===== config.mk =====
export PLATFORM = sky130hd
export DESIGN_NAME = riscv_v_elastic_pipe
export DESIGN_NICKNAME = d
export VERILOG_FILES = /design/src/rtl/riscv_v_pipe_pkg.sv /design/src/rtl/riscv_v_elastic_stage.sv /design/src/rtl/riscv_v_elastic_pipe.sv
export SDC_FILE = /design/constraint.sdc
export NUM_CORES = 1
export LEC_CHECK = 0
export ABC_AREA = 1
export BUFFER_PORTS_ARGS = -buffer_cell sky130_fd_sc_hd__buf_2
export CORE_AREA = 10 10 47 49
export CTS_CLUSTER_DIAMETER = 80
export DETAILED_ROUTE_END_ITERATION = 8
export DIE_AREA = 0 0 57 59
export GPL_TIMING_DRIVEN = 0
export HOLD_SLACK_MARGIN = 0.15
export MAX_ROUTING_LAYER = met4
export PLACE_DENSITY_LB_ADDON = 0.1
export SYNTH_ARGS = -nofsm -noshare
export SYNTH_HDL_FRONTEND = slang
export SYNTH_SLANG_ARGS = --single-unit

===== constraint.sdc =====
create_clock -name clk -period 2.8 [get_ports clk]
set_input_delay 0.28 -clock clk [delete_from_list [all_inputs] [get_ports clk]]
set_output_delay 0.28 -clock clk [all_outputs]
set_load 0.02 [all_outputs]

===== src/rtl/riscv_v_pipe_pkg.sv =====
// Shared types for the vector elastic pipe.
// Provides the occupancy count type and a popcount helper sized for the largest legal pipe.
package riscv_v_pipe_pkg;

  localparam int MAX_STAGES = 16;
  localparam int OCC_W      = 5;

  typedef logic [OCC_W-1:0] occ_t;

  function automatic occ_t popcount_f(input logic [MAX_STAGES-1:0] vec);
    occ_t cnt;
    cnt = '0;
    for (int i = 0; i < MAX_STAGES; i++) begin
      cnt = cnt + occ_t'(vec[i]);
    end
    return cnt;
  endfunction

endpackage


===== src/rtl/riscv_v_elastic_stage.sv =====
// One valid+payload register of the elastic pipe.
// Latency: 1 cycle when it loads.
// Backpressure: holds its entry while load is low; the load decision comes from the ready chain.
module riscv_v_elastic_stage #(
  parameter type DATA_T = logic
) (
  input  logic  clk,
  input  logic  rst,
  input  logic  flush,
  input  logic  load,
  input  logic  v_prev,
  input  DATA_T d_prev,
  output logic  v_nxt,
  output logic  v,
  output DATA_T d
);

  always_comb begin
    v_nxt = v;
    if (flush) begin
      v_nxt = 1'b0;
    end else if (load) begin
      v_nxt = v_prev;
    end
  end

  // Payload only moves when a real entry arrives; flush leaves it untouched.
  always_ff @(posedge clk) begin
    if (rst) begin
      v <= 1'b0;
      d <= '0;
    end else begin
      v <= v_nxt;
      if (!flush && load && v_prev) begin
        d <= d_prev;
      end
    end
  end

endmodule


===== src/rtl/riscv_v_elastic_pipe.sv =====
// Elastic valid/ready pipe of NUM_STAGES registers between vector issue and execution lanes.
// Latency: NUM_STAGES cycles unstalled, throughput 1 per cycle.
// Backpressure: bubbles collapse; out_ready reaches in_ready combinationally through the ready chain.
module riscv_v_elastic_pipe
  import riscv_v_pipe_pkg::*;
#(
  parameter type DATA_T       = logic,
  parameter int  NUM_STAGES   = 2,
  localparam int CNT_W        = $clog2(NUM_STAGES + 1)
) (
  input  logic                  clk,
  input  logic                  rst,
  input  logic                  flush,
  input  logic                  in_valid,
  output logic                  in_ready,
  input  DATA_T                 in_data,
  output logic                  out_valid,
  input  logic                  out_ready,
  output DATA_T                 out_data,
  output logic [NUM_STAGES-1:0] stage_valid,
  output logic [CNT_W-1:0]      occupancy,
  output logic                  empty
);

  logic [NUM_STAGES:0]     rdy;
  logic [NUM_STAGES-1:0]   v;
  logic [NUM_STAGES-1:0]   v_nxt;
  logic [MAX_STAGES-1:0]   v_pad;
  DATA_T                   d [NUM_STAGES];

  // A stage can take a new entry if it is empty or its successor can take its entry.
  always_comb begin
    rdy[NUM_STAGES] = out_ready;
    for (int i = NUM_STAGES - 1; i >= 0; i--) begin
      rdy[i] = !v[i] | rdy[i+1];
    end
  end

  assign in_ready = rdy[0] & !flush;

  for (genvar i = 0; i < NUM_STAGES; i++) begin : g_stage
    if (i == 0) begin : g_head
      riscv_v_elastic_stage #(.DATA_T(DATA_T)) u_stage (
        .clk    (clk),
        .rst    (rst),
        .flush  (flush),
        .load   (rdy[0]),
        .v_prev (in_valid & !flush),
        .d_prev (in_data),
        .v_nxt  (v_nxt[0]),
        .v      (v[0]),
        .d      (d[0])
      );
    end else begin : g_body
      riscv_v_elastic_stage #(.DATA_T(DATA_T)) u_stage (
        .clk    (clk),
        .rst    (rst),
        .flush  (flush),
        .load   (rdy[i]),
        .v_prev (v[i-1]),
        .d_prev (d[i-1]),
        .v_nxt  (v_nxt[i]),
        .v      (v[i]),
        .d      (d[i])
      );
    end
  end

  always_comb begin
    v_pad                 = '0;
    v_pad[NUM_STAGES-1:0] = v_nxt;
  end

  // Counted from the next-state valids so it stays in lockstep with stage_valid.
  always_ff @(posedge clk) begin
    if (rst) begin
      occupancy <= '0;
    end else begin
      occupancy <= CNT_W'(popcount_f(v_pad));
    end
  end

  assign empty       = (occupancy == '0);
  assign stage_valid = v;
  assign out_valid   = v[NUM_STAGES-1];
  assign out_data    = d[NUM_STAGES-1];

endmodule

==> After elaboration in Yosys (flattened, before gate mapping) <==
Index checks and enable logic that the tools add are counted.
{ "op_classes": {"n_reduce_logical": 8, "eq_ne": 0, "add_sub_neg": 1, "div_mod_pow": 0, "mul": 0, "mux": 4, "shifts": 0, "bitwise": 4, "n_lt_le_gt_ge": 0} }
{ "op_table": {"columns": ["cell", "count"], "rows": [
  ["1-bit logical AND", 4],
  ["1-bit two-way mux", 4],
  ["1-bit zero test", 3],
  ["1-bit by 1-bit adder with 2-bit output", 1],
  ["1-bit bitwise AND", 2],
  ["2-bit zero test", 1],
  ["1-bit OR", 2]
]} }
{ "totals": {"out_inout_bits": 8, "reg_bits": 6, "latchBits": 0, "input_bits": 6, "elab_cells": 22, "mem_bits_ro": 0, "mem_bits_rw": 0, "memories": 0} }

==> Longest topological paths before layout <==
Gate-level depths: netlist of run 1.
{ "logic_depth": {"word_depth": 6, "ltp_mapped": 8, "ltp_nobuf": 8} }

==> Hierarchy <==
A second synthesis of run 1 with hierarchy kept.
{ "hier_totals": {"cells_unflattened": 45, "area_unflattened_um2": 300.3} }
{ "by_module_without_submodules": {"columns": ["module", "seq_area_each_um2", "cells_per_inst", "area_each_um2", "instances"], "rows": [
  ["riscv_v_elastic_stage", 40.0, 14, 92.6, 2],
  ["riscv_v_elastic_pipe", 40.0, 17, 115.1, 1]
]} }

==> Worst setup path before layout of run 1 <==
Ideal clock, no wire load.
{ "synth_path": {"path_kind": "flip-flop to flip-flop", "start": "register g_stage[1].g_body.u_stage.v", "end": "register occupancy[0]", "arrival_time_ps": 1103, "synth_period_minus_slack_ps": 1212, "setup_ps": 109, "path_buffers": 0, "path_stages_with_launch": 8, "required_time_ps": 2691, "setup_slack_ps": 1588, "cell_sequence": "dfxtp_1 -> nand3_1 -> nand2_1 -> nand2_1 -> inv_1 -> ha_1 -> inv_1 -> nor2_1"} }
{ "synth_via": {"elab_chain_cells": 6, "elab_cells_between_ends": 8, "classes_between": "add/sub (1); mux (4); bitwise (2); reduce/logical (1)"} }
{ "synth_rtl": {"columns": ["item", "line_no", "text"], "rows": [
  ["start: declaration", "riscv_v_elastic_stage.sv:14", "output logic v,"],
  ["start signal: assignment", "riscv_v_elastic_stage.sv:33", "v <= v_nxt;"],
  ["1-bit zero test", "riscv_v_elastic_pipe.sv:35", "rdy[i] = !v[i] | rdy[i+1];"],
  ["1-bit OR (2 in a row)", "riscv_v_elastic_pipe.sv:35", null],
  ["1-bit two-way mux", "riscv_v_elastic_stage.sv:22", "end else if (load) begin"],
  ["1-bit two-way mux", "riscv_v_elastic_stage.sv:20", "if (flush) begin"],
  ["via g_stage[0].g_head.u_stage.v_nxt", "riscv_v_elastic_stage.sv:13", "output logic v_nxt,"],
  ["1-bit by 1-bit adder with 2-bit output", "riscv_v_pipe_pkg.sv:14", "cnt = cnt + occ_t'(vec[i]);"],
  ["end signal: assignment", "riscv_v_elastic_pipe.sv:79", "occupancy <= CNT_W'(popcount_f(v_pad));"],
  ["end: declaration", "riscv_v_elastic_pipe.sv:21", "output logic [CNT_W-1:0] occupancy,"]
]} }
The timed path passes the listed nets, and every way through them passes these cells.
A chain may end at the register's enable or synchronous reset.

==> Worst setup path in the final report of run 1 <==
{ "layout_path": {"start": "register g_stage[1].g_body.u_stage.v", "end": "output in_ready"} }
{ "layout_via": {"elab_chain_cells": 4} }
{ "layout_rtl": {"columns": ["item", "line_no", "text"], "rows": [
  ["1-bit zero test", "riscv_v_elastic_pipe.sv:35", null],
  ["1-bit OR (2 in a row)", "riscv_v_elastic_pipe.sv:35", null],
  ["1-bit bitwise AND", "riscv_v_elastic_pipe.sv:39", "assign in_ready = rdy[0] & !flush;"],
  ["end: declaration", "riscv_v_elastic_pipe.sv:15", "output logic in_ready,"]
]} }
Every way passes these cells.

==> results_dict.tcl, run 1 <==
set metrics [dict create \
    outcome "complete, no violations" \
    ir_worst_vdd_mv 0.141 \
    drc 0 \
    cts-hold-fix-buffers 0 \
    design.die.area_sq_um 3360 \
    placement_rows 14 \
    worst_hold_path_type "in -> reg" \
    timing.hold.worst.start "rst" \
    die_height_um 59 \
    clock_insertion_delay_at_the_later_pin_of_the_skew_report_ns 0.24 \
    r2r-start "g_stage[1].g_body.u_stage.v$_SDFF_PP0_" \
    synth_top_area_cell "dfxtp_1" \
    overflow 0 \
    path_class "reg -> out" \
    number_of_max_slew_violations_in_the_final_report 0 \
    post_synth_main_area_contributors "dfxtp_1 42%, inv_1 13%, nor2_1 11%, nand2_1 6.6%, buf_4 5.3%" \
    synth_top_cells_by_count "10 x inv_1, 8 x nor2_1, 6 x dfxtp_1" \
    cellLeakagePower_nw 0.230 \
    worstPathMaxFanout 4 \
    grt_start_max_net_pins 5 \
    worst-r2r-setup-slack_ns 1.65 \
    boundaryPins 14 \
    die-width_um 57 \
    buffer_count_from_post_cts_setup_fixing 0 \
    cp_slowest_cell "dfxtp_1" \
    grt_util_all_layers 0.0486 \
    period_minus_slack_ns 1.31 \
    power.density_cell_area_nw_per_um2 505 \
    hold-worst-slack_ns 0.242 \
    clock.fmax_ghz 0.763 \
    postSynthAreaPerCell_sq_um 7.07 \
    route.vias.total 257 \
    effective_utilization_at_floorplan 0.202 \
    detail-route-antenna-nets 0 \
    ff_latch_count_synth 6 \
    holdPathStages 2 \
    grt_setup_unrepaired "false" \
    global_route_wire_length_before_repair_um 1210 \
    drt_pass1_iterations 2 \
    detailedPlacementHpwl_um 554 \
    post-route-period-util 0.468 \
    htree_num_levels 1 \
    synth.top_cell.area_share 0.425 \
    ordered_list_of_cells_on_the_worst_path "nand3_1 -> nand2_1 -> inv_1 -> buf_2" \
    synth-seq-area-share 0.425 \
    area_growth_pct 38.1 \
    diodes_inserted 0 \
    n_fill_cell 160 \
    postLayoutCoreUtil 0.279 \
    cts-resized-gates 0 \
    slew-limit-headroom 0.900 \
    cts-buffers-inserted 3 \
    placement.io_buffers 13 \
    clk_pin_slew_worst_paths_ns 0.04 \
    post_synthesis_cell_area_sq_um 283 \
    r2r-end "occupancy[0]$_SDFF_PP0_" \
    worst_path_largest_cell_delay_ns 0.37 \
    wl_final_um 673 \
    finalNetCount 65 \
    postSynthNetCount 47 \
    synth-main-ff-cell "dfxtp_1" \
    maxCapViolCount 0 \
    path_delay_family "flip-flops" \
    vias_in_the_first_global_route 273 \
    synthMostInstantiatedCell "inv_1" \
    fin_tns_setup_ns 0 \
    r2r.worst_path.cells 7 \
    fp.coreArea_sq_um 1400 \
    critical_path.n_buffers_inverters 2 \
    antenna_found_initial 0 \
    crit_arrival_ns 1.03 \
    finalHoldViolations 0 \
    fraction_of_layout_instances_using_a_drive_strength_above_1 0.357 \
    async_flop_share 0 \
    start_kind "register" \
    setup.worst_path.end_class "output pin" \
    finalSetupViolCount 0 \
    cts_tree "yes" \
    skew_ns 0.000165 \
    routedWlPerCell_um 9.35 \
    whs_endpoint "occupancy[0]$_SDFF_PP0_" \
    synth-edff-count 0 \
    clk_path_buf_depth 2 \
    netlist_instances 40 \
    critical_path_required_ns 2.52 \
    max_slew.worst_pin.slew_ns 0.150 \
    cts.sink_count 6 \
    yosysWarnings 0 \
    number_of_library_cell_types_mapped_by_synthesis 12 \
    cts_root_buf "clkbuf_4" \
    detail_route.iter0.violations 2 \
    gp_routability_congestion 0.681 \
    via_per_inst 3.57 \
]
==> state kept, by name, indices dropped and copies added (netlist names) <==
signal	cells
occupancy	2
g_stage.g_body.u_stage.v	1
g_stage.g_head.u_stage.v	1
g_stage.g_head.u_stage.d	1
g_stage.g_body.u_stage.d	1
==> per-layer routing <==
metal,GRT usage,share of wire,vias to the layer above
met2,0.0605,0.39,10
li1,-,-,149
met1,0.0515,0.50,96
met4,0.0403,0.015,0
met5,-,0,-
met3,0.0322,0.094,2
==> layout by cell type (no fill, tap or decap) <==
master and count:
and2_1 1, ha_1 1, nand3_1 2, clkbuf_4 3, buf_2 13, nand2_1 5
nor2_1 8, nand2_2 1, inv_1 10, nand3b_1 1, a21oi_2 1, buf_4 2
dfxtp_1 6, a21oi_1 2
==> stage by stage <==
step           instances  total power [W]  setup slack, ns  cell area (sq um)
5_1_grt               72         0.000211             1.37                390
3_5_place_dp          69         0.000120             1.58                368
2_1_floorplan         40         0.000109             1.59                283
4_1_cts               72         0.000204             1.46                390
3_3_place_gp          69         0.000120             1.57                368
6_report              72         0.000197             1.49                390
==> power breakdown <==
group	total [W]	switching, W	internal (W)	leakage, nW
sequential	0.0000908	0.00000176	0.0000890	0.0490
clock	0.0000791	0.0000306	0.0000484	0.0138
combinational	0.0000272	0.0000160	0.0000111	0.167
total	0.000197	0.0000484	0.000149	0.230
==> layout make-up <==
cell class / count / area [sq um] / area share
well taps: 16 / 20.0 / 0.0513
clock buffers: 3 / 22.5 / 0.0577
inverters: 10 / 37.5 / 0.0962
plain buffers: 2 / 15.0 / 0.0385
repair buffers: 13 / 65.1 / 0.167
multi-input cells: 22 / 110 / 0.282
flip-flops and latches: 6 / 120 / 0.308
==> cells by family after synthesis <==
family                   share of synthesized area
AND/OR/NAND/NOR                              0.279
buffers and inverters                        0.186
flip-flops                                   0.425
AO/OA/AOI/OAI                               0.0664
adder cells (fa/ha/maj)                     0.0442
==> worst max-delay path by stage <==
stage	start	endpoint	depth (start not counted)
4_1_cts	g_stage[1].g_body.u_stage.v$_SDFF_PP0_	in_ready	4
3_3_place_gp	out_ready	occupancy[0]$_SDFF_PP0_	9
2_1_floorplan	g_stage[1].g_body.u_stage.v$_SDFF_PP0_	occupancy[0]$_SDFF_PP0_	7
5_1_grt	g_stage[1].g_body.u_stage.v$_SDFF_PP0_	in_ready	4
3_5_place_dp	out_ready	occupancy[0]$_SDFF_PP0_	9
6_report	g_stage[1].g_body.u_stage.v$_SDFF_PP0_	in_ready	4
No activity file was read; power rests on OpenSTA's default activity.
==> inputs of run 2 (changes only) <==
==> constraint.sdc (replaced) <==
create_clock -name clk -period 1.1 [get_ports clk]
set_input_delay 0.11 -clock clk [delete_from_list [all_inputs] [get_ports clk]]
set_output_delay 0.11 -clock clk [all_outputs]
set_load 0.02 [all_outputs]
==> results_dict.tcl, run 2 (synthesis results as in run 1) <==
set metrics [dict create \
    outcome "complete, no violations" \
    placed_cell_area_sq_um 372 \
    die-width_um 57 \
    clock_insertion_delay_at_the_later_pin_of_the_skew_report_ns 0.25 \
    gp_routability_congestion 0.664 \
    final_common_cell "buf_2" \
    most-common-layout-cells "12 x buf_2, 8 x inv_1, 8 x nor2_1" \
    boundaryPins 14 \
    finalNetCount 68 \
    clk_path_buf_depth 2 \
    postLayoutCoreUtil 0.336 \
    path_delay_family "flip-flops" \
    clk_pin_slew_worst_paths_ns 0.05 \
    clock.fmax_ghz 0.970 \
    groute.layer.met3.usage 0.0343 \
    antenna_found_initial 0 \
    critical_path_required_ns 1.28 \
    cp_slowest_cell "dfxtp_4" \
    power.share.clock 0.412 \
    slew-limit-headroom 0.905 \
    number_of_max_slew_violations_in_the_final_report 0 \
    grt_setup_unrepaired "false" \
    wl_final_um 670 \
    cts_tree "yes" \
    finalHoldViolations 0 \
    placement.io_buffers 13 \
    power.density_cell_area_nw_per_um2 1140 \
    fp.coreArea_sq_um 1400 \
    busiest_layer "met2" \
    period_minus_slack_ns 1.03 \
    overflow 0 \
    vias_in_the_first_global_route 271 \
    internal_power_w 0.000400 \
    htree_num_levels 1 \
    design.die.area_sq_um 3360 \
    cts-buffers-inserted 3 \
    die_height_um 59 \
    effective_utilization_at_floorplan 0.202 \
    detail-route-antenna-nets 0 \
    power_switching_w 0.000138 \
    design_area_sq_um 470 \
    path_class "reg -> reg" \
    combinationalPowerShare 0.160 \
    holdPathStages 5 \
    fraction_of_layout_instances_using_a_drive_strength_above_1 0.517 \
    globalRouteMet2Util 0.0729 \
    route.vias.total 292 \
    worst_path_largest_cell_delay_ns 0.36 \
    detailedPlacementHpwl_um 573 \
    crit_arrival_ns 1.21 \
    largest_register "occupancy" \
    via_per_inst 3.84 \
    max_slew.worst_pin.slew_ns 0.142 \
    maxCapViolCount 0 \
    critical_path_depth 7 \
    ir_worst_vdd_mv 0.491 \
    diodes_inserted 0 \
    detail_route.iter0.violations 1 \
    global_route_wire_length_before_repair_um 1260 \
    cts_root_buf "clkbuf_4" \
    worstPathMaxFanout 4 \
    ordered_list_of_cells_on_the_worst_path "nand3_4 -> nand2_2 -> nand2_2 -> inv_2 -> ha_4 -> inv_1 -> nor2_1" \
    routedWlPerCell_um 8.82 \
    cellLeakagePower_nw 0.244 \
    start_kind "register" \
    largest_register_ff_count 2 \
    placement_rows 14 \
    grt_start_max_net_pins 5 \
    cts.sink_count 6 \
    worst_hold_path_type "in -> reg" \
    groute.layer.met1.usage 0.0491 \
    post-route-period-util 0.937 \
    seq_power_share 0.428 \
    skew_ns 0.00622 \
    p_sw_frac 0.256 \
    setup.worst_path.end_class "register" \
    grt_util_all_layers 0.0517 \
    drt_pass1_iterations 2 \
    area_growth_pct 66.4 \
    critical_path.n_buffers_inverters 2 \
    r2r.worst_path.cells 7 \
    finalSetupViolCount 0 \
    crit_top_cell "nand2_2" \
    drc 0 \
]
## run 2: changes by cell type in the layout (fill, tap and decap cells not counted), moves of 2 or more
cell / before / now
inv_2: 0 / 2
inv_1: 10 / 8
nand2_2: 1 / 4
dfxtp_1: 6 / 4
nand2_1: 5 / 2
buf_4: 2 / 4
## run 2: what timing repair did
item                                   CTS  global route
hold buffers                             1             0
pin swaps                                0             5
gates resized for setup                  4             8
endpoints found under the hold margin    3             0
setup buffers                            0             2
setup endpoints to repair                2             2
## run 2: worst min-delay path, stage by stage
cell and delay [ns]:
buf_2 0.07, inv_1 0.03, nand3_1 0.06, nand2_1 0.04, nor2_1 0.07
## run 2: worst paths after layout
check | from | endpoint | slack [ns]
setup / recovery | g_stage[1].g_body.u_stage.v$_SDFF_PP0_ | occupancy[0]$_SDFF_PP0_ | 0.07
hold / removal | in_data | g_stage[0].g_head.u_stage.d$_SDFFE_PP0P_ | 0.19
setup reg to reg | g_stage[1].g_body.u_stage.v$_SDFF_PP0_ | occupancy[0]$_SDFF_PP0_ | 0.07
hold reg to reg | g_stage[0].g_head.u_stage.d$_SDFFE_PP0P_ | g_stage[0].g_head.u_stage.d$_SDFFE_PP0P_ | 0.48
## run 2: layer usage
| layer | vias up | part of all wire |
|---|---|---|
| met4 | 0 | 0.0060 |
| met3 | 2 | 0.066 |
| met5 | - | 0 |
| met1 | 126 | 0.44 |
| met2 | 9 | 0.49 |
| li1 | 155 | - |
## run 2: area by class of cell
cell class,count,area [sq um]
multi-input cells,22,150
plain buffers,2,15.0
fillers,160,931
repair buffers,16,96.3
well taps,16,20.0
flip-flops and latches,6,125
clock buffers,4,26.3
inverters,10,37.5
## run 2: power by group through the flow
stage | sequential [W] | clock, W | combinational, W
after floorplan | 0.000238 | 0 | 0.0000384
after global placement | 0.000234 | 0 | 0.0000711
after detailed placement | 0.000233 | 0 | 0.0000709
after CTS | 0.000230 | 0.000237 | 0.0000762
after global routing | 0.000231 | 0.000262 | 0.0000979
final | 0.000230 | 0.000222 | 0.0000861
## run 2: through the flow
step	setup TNS (ns)	worst slack, ns	total power, W	cells	hold slack [ns]
3_3_place_gp	-0.0757	-0.0757	0.000305	69	0.331
2_1_floorplan	0	0.00167	0.000277	40	0.181
3_5_place_dp	-0.0689	-0.0689	0.000304	69	0.323
6_report	0	0.0694	0.000538	76	0.188
4_1_cts	0	0.00474	0.000544	74	0.183
5_1_grt	0	0.00314	0.000591	76	0.205
==> inputs of run 3 (changes only) <==
--- a/config.mk
+++ b/config.mk
@@ -7,14 +7,17 @@
 export LEC_CHECK = 0
 export ABC_AREA = 1
 export BUFFER_PORTS_ARGS = -buffer_cell sky130_fd_sc_hd__buf_2
-export CORE_AREA = 10 10 47 49
+export CELL_PAD_IN_SITES_DETAIL_PLACEMENT = 1
+export CELL_PAD_IN_SITES_GLOBAL_PLACEMENT = 2
+export CORE_MARGIN = 10
+export CORE_UTILIZATION = 18
 export CTS_CLUSTER_DIAMETER = 80
 export DETAILED_ROUTE_END_ITERATION = 8
-export DIE_AREA = 0 0 57 59
 export GPL_TIMING_DRIVEN = 0
 export HOLD_SLACK_MARGIN = 0.15
 export MAX_ROUTING_LAYER = met4
 export PLACE_DENSITY_LB_ADDON = 0.1
+export REMOVE_ABC_BUFFERS = 1
 export SYNTH_ARGS = -nofsm -noshare
 export SYNTH_HDL_FRONTEND = slang
 export SYNTH_SLANG_ARGS = --single-unit
==> results_dict.tcl, run 3 (synthesis results as in run 1) <==
set metrics [dict create \
    ordered_list_of_cells_on_the_worst_path "nand3_4 -> nand2_1 -> inv_1 -> buf_6" \
    fp.coreArea_sq_um 1490 \
    crit_arrival_ns 0.93 \
    cts_root_buf "clkbuf_4" \
    skew_ns 0.00213 \
    detail-route-antenna-nets 0 \
    maxCapViolCount 0 \
    clock_insertion_delay_at_the_later_pin_of_the_skew_report_ns 0.24 \
    clk_pin_slew_worst_paths_ns 0.04 \
    outcome "complete, no violations" \
    post-route-period-util 0.948 \
    power.density_cell_area_nw_per_um2 1160 \
    route.vias.total 277 \
    detailedPlacementHpwl_um 652 \
    grt_setup_unrepaired "true" \
    max_slew.worst_pin.slew_ns 0.177 \
    number_of_max_slew_violations_in_the_final_report 0 \
    layout.cells.non_filler 72 \
    start_kind "register" \
    antenna_found_initial 0 \
    die_height_um 59.6 \
    crit_path_end "in_ready" \
    combinationalPowerShare 0.161 \
    cts-buffers-inserted 3 \
    crit_path_start "g_stage[0].g_head.u_stage.v$_SDFF_PP0_" \
    placement.io_buffers 13 \
    fraction_of_layout_instances_using_a_drive_strength_above_1 0.482 \
    post-place-cells 67 \
    boundaryPins 14 \
    via_per_inst 3.85 \
    drt_pass1_iterations 4 \
    routedWlPerCell_um 10.6 \
    cp_slowest_cell "dfxtp_4" \
    clk_path_buf_depth 2 \
    power_switching_w 0.000126 \
    clock.fmax_ghz 0.959 \
    final_common_cell "buf_2" \
    placement_rows 14 \
    p_sw_frac 0.249 \
    largest_register "occupancy" \
    finalSetupViolCount 0 \
    finalHoldViolations 0 \
    gp_routability_congestion 0.671 \
    r2r-start "g_stage[1].g_body.u_stage.v$_SDFF_PP0_" \
    slew-limit-headroom 0.882 \
    worst-r2r-setup-slack_ns 0.07 \
    htree_num_levels 1 \
    r2r.worst_path.cells 5 \
    cts.sink_count 6 \
    worst_hold_path_type "in -> reg" \
    path_class "reg -> out" \
    global_route_wire_length_before_repair_um 1210 \
    worst_path_largest_cell_delay_ns 0.36 \
    postLayoutCoreUtil 0.293 \
    critical_path_required_ns 0.99 \
    design.die.area_sq_um 3560 \
    effective_utilization_at_floorplan 0.190 \
    diodes_inserted 0 \
    detail_route.iter0.violations 5 \
    setup.worst_path.end_class "output pin" \
    die-width_um 59.6 \
    drc 0 \
    seq_power_share 0.452 \
    grt_start_max_net_pins 5 \
    internal_power_w 0.000381 \
    worstPathMaxFanout 4 \
    ir_worst_vdd_mv 0.472 \
    area_growth_pct 54.4 \
    grt_util_all_layers 0.0481 \
    wl_final_um 763 \
    cellLeakagePower_nw 0.229 \
    post-layout-total-power_w 0.000507 \
    largest_register_ff_count 2 \
    cts_tree "yes" \
    overflow 0 \
    period_minus_slack_ns 1.04 \
    finalNetCount 65 \
    most-common-layout-cells "12 x buf_2, 8 x inv_1, 8 x nor2_1" \
    r2r-end "occupancy[0]$_SDFF_PP0_" \
    vias_in_the_first_global_route 275 \
    power.share.clock 0.387 \
]
## run 3: metal layers
metal / share of wire / wire [um] / up-vias / GRT usage
li1: - / - / 149 / -
met5: 0 / 0 / - / -
met4: 0 / 0 / 0 / 0.0192
met1: 0.40 / 303 / 119 / 0.0431
met3: 0.10 / 76 / 0 / 0.0408
met2: 0.50 / 383 / 9 / 0.0728
## run 3: worst max-delay path, delay by kind of cell (launching register included)
kind,cells,cell delay [ns]
AND/OR/NAND/NOR,2,0.17
buffers and inverters,2,0.16
flip-flops,1,0.36
## run 3: power groups by stage
stage                     Sequential, W  Clock [W]  Combinational (W)
after detailed placement       0.000236          0          0.0000697
after global routing           0.000230   0.000228          0.0000908
after CTS                      0.000232   0.000215          0.0000743
final                          0.000229   0.000196          0.0000815
after global placement         0.000235          0          0.0000678
after floorplan                0.000243          0          0.0000324
## run 3: cell type report
cell class                      instances  area [sq um]
Fill cell                             186          1050
Multi-Input combinational cell         22           140
Sequential cell                         6           128
Timing Repair Buffer                   15          88.8
Inverter                               10          37.5
Clock buffer                            3          22.5
Tap cell                               16          20.0
## run 3: through the flow
stage	hold slack (ns)	TNS (ns)	worst slack, ns	instance area [sq um]
after detailed placement	0.326	-0.0840	-0.0840	353
after global routing	0.218	-0.00406	-0.00317	437
final	0.204	0	0.0572	437
after global placement	0.319	-0.0472	-0.0472	353
after floorplan	0.181	-0.391	-0.254	268
after CTS	0.201	0	0.00854	400
## run 3: worst min-delay path by stage
stage | start | to | slack, ns | cells after the start
global route | flush | g_stage[1].g_body.u_stage.v$_SDFF_PP0_ | 0.22 | 3
floorplan | rst | occupancy[0]$_SDFF_PP0_ | 0.18 | 1
global placement | rst | occupancy[0]$_SDFF_PP0_ | 0.32 | 2
CTS | flush | g_stage[0].g_head.u_stage.v$_SDFF_PP0_ | 0.20 | 4
finish | in_data | g_stage[0].g_head.u_stage.d$_SDFFE_PP0P_ | 0.20 | 5
detailed placement | rst | occupancy[0]$_SDFF_PP0_ | 0.33 | 2
## run 3: what timing repair did
action	in CTS	in global routing
endpoints found under the setup margin	2	2
setup buffers	1	0
endpoints found under the hold margin	3	0
hold buffers	1	0
pin swaps	0	4
gates resized for setup	3	10
